===== config.mk =====
export PLATFORM = sky130hd
export DESIGN_NAME = seq_detector_p
export DESIGN_NICKNAME = d
export VERILOG_FILES = /design/src/rtl/seq_detector_p.sv
export SDC_FILE = /design/constraint.sdc
export NUM_CORES = 1
export LEC_CHECK = 0
export CAP_MARGIN = 15
export CELL_PAD_IN_SITES_DETAIL_PLACEMENT = 2
export CELL_PAD_IN_SITES_GLOBAL_PLACEMENT = 2
export CORE_MARGIN = 2
export CORE_UTILIZATION = 29
export DETAILED_ROUTE_END_ITERATION = 8
export PLACE_DENSITY_LB_ADDON = 0.1
export SKIP_CTS_REPAIR_TIMING = 1
export SLEW_MARGIN = 20
export SYNTH_ARGS = -nofsm -noshare
export SYNTH_HDL_FRONTEND = slang
export SYNTH_SLANG_ARGS = --single-unit

===== constraint.sdc =====
create_clock -name clk -period 2.39 [get_ports clk]
set_clock_uncertainty 0.1 [all_clocks]
set_input_delay 0.239 -clock clk [delete_from_list [all_inputs] [get_ports clk]]
set_output_delay 0.239 -clock clk [all_outputs]
set_load 0.005 [all_outputs]

===== src/rtl/seq_detector_p.sv =====
// seq_detector_p: serial pattern detector (clk, reset, en/in bit stream, pat_we/pat_in/mask_in load, cnt_clr) -> out pulse, match_cnt, armed
module seq_detector_p #(
    parameter int LEN = 5,
    parameter logic [LEN-1:0] PATTERN = 5'b11011,
    parameter bit OVERLAP = 1'b1,
    parameter int CNT_W = 8
) (
    input  logic             clk,
    input  logic             reset,
    input  logic             en,
    input  logic             in,
    input  logic             pat_we,
    input  logic [LEN-1:0]   pat_in,
    input  logic [LEN-1:0]   mask_in,
    input  logic             cnt_clr,
    output logic             out,
    output logic [CNT_W-1:0] match_cnt,
    output logic             armed
);
    localparam int FW = $clog2(LEN);
    localparam logic [FW-1:0] FULL = FW'(LEN - 1);
    logic [LEN-1:0] hist, pat, msk, cand;
    logic [FW-1:0] fill;
    logic hit;
    always_comb begin
        cand = {hist[LEN-2:0], in};
        hit = en && !pat_we && fill == FULL && ((cand ^ pat) & msk) == '0;
        armed = fill == FULL;
    end
    always_ff @(posedge clk) begin
        if (reset) begin
            out <= 1'b0;
            match_cnt <= '0;
            hist <= '0;
            fill <= '0;
            pat <= PATTERN;
            msk <= '1;
        end else begin
            out <= hit;
            if (pat_we) begin
                pat <= pat_in;
                msk <= mask_in;
                fill <= '0;
            end else if (en) begin
                hist <= cand;
                fill <= hit ? (OVERLAP ? FULL : '0) : (fill == FULL ? FULL : fill + FW'(1));
            end
            match_cnt <= cnt_clr ? '0 : (hit && match_cnt != '1) ? match_cnt + CNT_W'(1) : match_cnt;
        end
    end
endmodule


======== After elaboration in Yosys (flattened, before gate mapping) ========
Cells that the tools add are included.
storage, ports and cells
  input port bits ......................... 16
  bits in registers ....................... 26
  output and inout bits ................... 10
operators by class
  bitwise logic cells ..................... 3
  reduce and logical (&&, ||, !) cells .... 9
  $add $sub $neg .......................... 2
  mux-type cells .......................... 2
  eq/ne operators ......................... 2
operator list
  operator                                       count
  adder 8 x 1 -> 8 bit (second input constant)   1
  inequality test 8 bit (second input constant)  1
  two-way mux 3 bit                              2
  AND 5 bit                                      1
  logical NOT 5 bit                              1
  XOR 5 bit                                      1
  logical AND 1 bit                              4
  OR reduction 2 bit                             2
  adder 3 x 1 -> 3 bit (second input constant)   1
  == test 3 bit (second input constant)          1
  AND reduction 2 bit                            1
  logical NOT 1 bit                              1
  inverter 1 bit                                 1

======== Longest topological paths before layout ========
  depth in word-level cells ............... 5
  mapped depth ............................ 8
  mapped depth without buffers ............ 7

======== Least setup slack after synthesis ========
OpenSTA, ideal clock, no wires.
  kind .................................... flip-flop to flip-flop
  start point ............................. reg fill[0]
  end point ............................... reg match_cnt[6]
  stages on the path, launching flop included .. 8
  setup slack ............................. 0.640 ns
  arrival ................................. 1.528 ns
  path through ............................ dfxtp_1 -> inv_1 -> ha_1 -> nand2_1 -> a211oi_2 -> nand3_2 -> or3_1 -> o311a_1
on the way
  cells in the longest elaborated chain, start to end .. 4
RTL lines
  element                         line  text
  start: declaration              23    logic [FW-1:0] fill;
  start signal: assignment        46    fill <= hit ? (OVERLAP ? FULL : '0) : (fill == FULL ? FULL : fill + FW'(1));
  == test 3 bit                   27    hit = en && !pat_we && fill == FULL && ((cand ^ pat) & msk) == '0;
  logical AND 1 bit (2 in a row)  27
  logical AND 1 bit               48    match_cnt <= cnt_clr ? '0 : (hit && match_cnt != '1) ? match_cnt + CNT_W'(1) : match_cnt;
  end signal: assignment          48
  end: declaration                17    output logic [CNT_W-1:0] match_cnt,
Every way passes these cells.
A chain may end at the register's enable or synchronous reset.

======== Worst setup path after layout ========
Same ends and word-level chain as after synthesis.

==> impl_metrics.yaml <==
worst_setup_path:
  path_class: "reg2reg"
  crit_path_cell_trace: "inv_1 > ha_1 > nand2_1 > a211oi_2 > nand3_2 > or3_1 > o311a_1"
  critPathMaxStageDelay_ns: 0.41
  critical_path_arrival_ns: 2.06
  critPathSlowestCell: "or3_1"
  crit_buf_inv: 1
  cp.required_ns: 2.45
  crit_family: "simple AND/OR/NAND/NOR gates"
  end_kind: "register"
  cp_max_fo: 9
  critical_path.startpoint_type: "register"
cells_and_area:
  antenna_cells: 0
  drive_above_1_share: 0.0800
  postLayoutCoreUtil: 0.394
  area_growth_pct: 33.1
  fillCellCount: 436
  finish.net_count: 170
sta:
  slew_violations: 0
  period_share: 0.834
  setup_tns_ns: 0
  min_period_ns: 1.99
  slew_headroom: 0.714
  finalSetupViolations: 0
  rsz0062_at_grt: "false"
  fmax_ghz: 0.502
  worst_slew_pin_slew_ns: 0.428
  finalHoldViolations: 0
yosys:
  synthFlopType: "dfxtp_1"
  syn_inst: 123
  synth_nets: 142
  synth_edf_count: 0
  synthArstFlopShare: 0
  syn_avg_cell_area_sq_um: 9.50
  netlist_area_sq_um: 1170
  seq_area_frac_synth: 0.445
  ys_ff_latch: 26
  synth.distinct_cells: 33
  ys_warn_count: 0
floorplan:
  rows: 23
  start_util: 0.296
  core_area_sq_um: 3940
  die_y_um: 67.5
  die_area_sq_um: 4550
  fp.dieW_um: 67.5
  ioPinCount: 26
global_routing:
  antenna_found_initial: 0
  overflow: 0
  grt_pass1_wl_um: 4820
  grt_max_degree: 23
  grt_pass1_vias: 1035
  grt_usage: 0.141
clocking:
  cts_buffers: 3
  cts_tree: "yes"
  cts_sinks: 26
  cts_buffer_depth: 2
  clock_latency_ns: 0.27
  clk_pin_slew_ns: 0.09
  cts_root_buffer: "clkbuf_8"
  cts_htree_levels: 1
detailed_routing:
  avgRoutedWirePerCell_um: 14.2
  routed_wl_um: 2840
  viasPerCell: 5.08
  vias: 1016
  drt_pass1_iterations: 4
  dr.first_iter.drc_count: 39
  ant_nets: 0
  drc: 0
run:
  maxCapViolations: 0
placement:
  portBuffers: 25
  hpwl_um: 2180
  finalWeightedCongestion: 0.750
pwr:
  leakagePower_nw: 0.576
  powerDensity_nw_per_um2: 584
  ir_drop_v: 0.000305
worst_hold_path:
  hold_path.class: "reg2reg"
status:
  status: "complete, no violations"
## area by class of cell
class                   instances  area (sq um)  share of cell area
flip-flops and latches         26           520               0.335
well taps                      50          62.6              0.0402
multi-input cells              85           594               0.382
inverters                       5          18.8              0.0121
repair buffers                 30           288               0.185
clock buffers                   3          41.3              0.0265
clock inverters                 1          30.0              0.0193
## report_power, final
group          switching (mW)  leakage [nW]  internal [mW]
clock network           0.142        0.0357          0.224
logic                  0.0368         0.328         0.0497
registers             0.00853         0.213          0.447
## stage by stage
| stage | instances | total power [mW] | hold slack, ns | setup slack [ns] | area (sq um) |
|---|---|---|---|---|---|
| 6_report | 200 | 0.909 | 0.423 | 0.398 | 1560 |
| 5_1_grt | 200 | 0.951 | 0.459 | 0.188 | 1560 |
| 4_1_cts | 200 | 0.927 | 0.422 | 0.364 | 1560 |
| 3_5_place_dp | 196 | 0.554 | 0.413 | 0.127 | 1480 |
| 3_3_place_gp | 196 | 0.550 | 0.369 | 0.216 | 1480 |
| 2_1_floorplan | 123 | 0.511 | 0.257 | 0.640 | 1170 |
## cell families (layout without fill, tap and decap cells)
logic type / count (synthesis) / after routing / share of synthesized area
flops: 26 / 26 / 0.445
simple gates: 39 / 39 / 0.179
fa+ha+maj: 3 / 3 / 0.0321
mux: 6 / 6 / 0.0514
compound gates: 32 / 32 / 0.209
buf+inv: 12 / 39 / 0.0460
xor+xnor: 5 / 5 / 0.0375
## worst register-to-register path: stages (launching register included)
cell and delay [ns]:
dfxtp_1 0.35, inv_1 0.06, ha_1 0.16, nand2_1 0.11, a211oi_2 0.20, nand3_2 0.19
or3_1 0.41, o311a_1 0.29
## layer usage
layer / vias up / global-route usage / routed length [um]
li1: 505 / - / -
met1: 495 / 0.166 / 1320
met2: 16 / 0.257 / 1430
met3: 0 / 0.0250 / 85
met4: 0 / 0.0383 / 0
met5: - / 0 / 0
## synth_stat cells (2+ instances only)
cell / number / area share
xor2_1: 5 / 0.037
a21oi_1: 6 / 0.026
nor3_1: 2 / 0.0086
nand4_1: 2 / 0.011
ha_1: 3 / 0.032
nand3_1: 2 / 0.0086
mux2i_1: 6 / 0.051
o21ai_0: 2 / 0.0086
a22oi_1: 2 / 0.013
dfxtp_1: 26 / 0.45
inv_1: 5 / 0.016
or3_1: 3 / 0.016
o31ai_1: 5 / 0.032
nor2b_1: 9 / 0.048
a211o_1: 9 / 0.067
nand2_1: 5 / 0.016
or4_1: 3 / 0.019
clkbuf_1: 4 / 0.013
nor2_1: 10 / 0.032
## layout by cell type, fill, tap and decap left out, types with 5 or more instances in the layout
cell type,n
buf_4,5
o31ai_1,5
dfxtp_1,26
mux2i_1,6
nand2_1,5
xor2_1,5
inv_1,5
nor2_1,10
a21oi_1,6
clkdlybuf4s50_1,25
a211o_1,9
nor2b_1,9
## state kept, by name, summed over array words and instances (netlist names)
signal / cells
fill: 3
out: 1
msk: 5
pat: 5
match_cnt: 8
hist: 4
## final timing paths
check | end | slack [ns] | from | cells after the start
max | match_cnt[6] | 0.40 | fill[0] | 7
min | fill[2] | 0.42 | fill[2] | 1
max reg2reg | match_cnt[6] | 0.40 | fill[0] | 7
min reg2reg | fill[2] | 0.42 | fill[2] | 1
No activity file was read; power rests on OpenSTA's default activity.
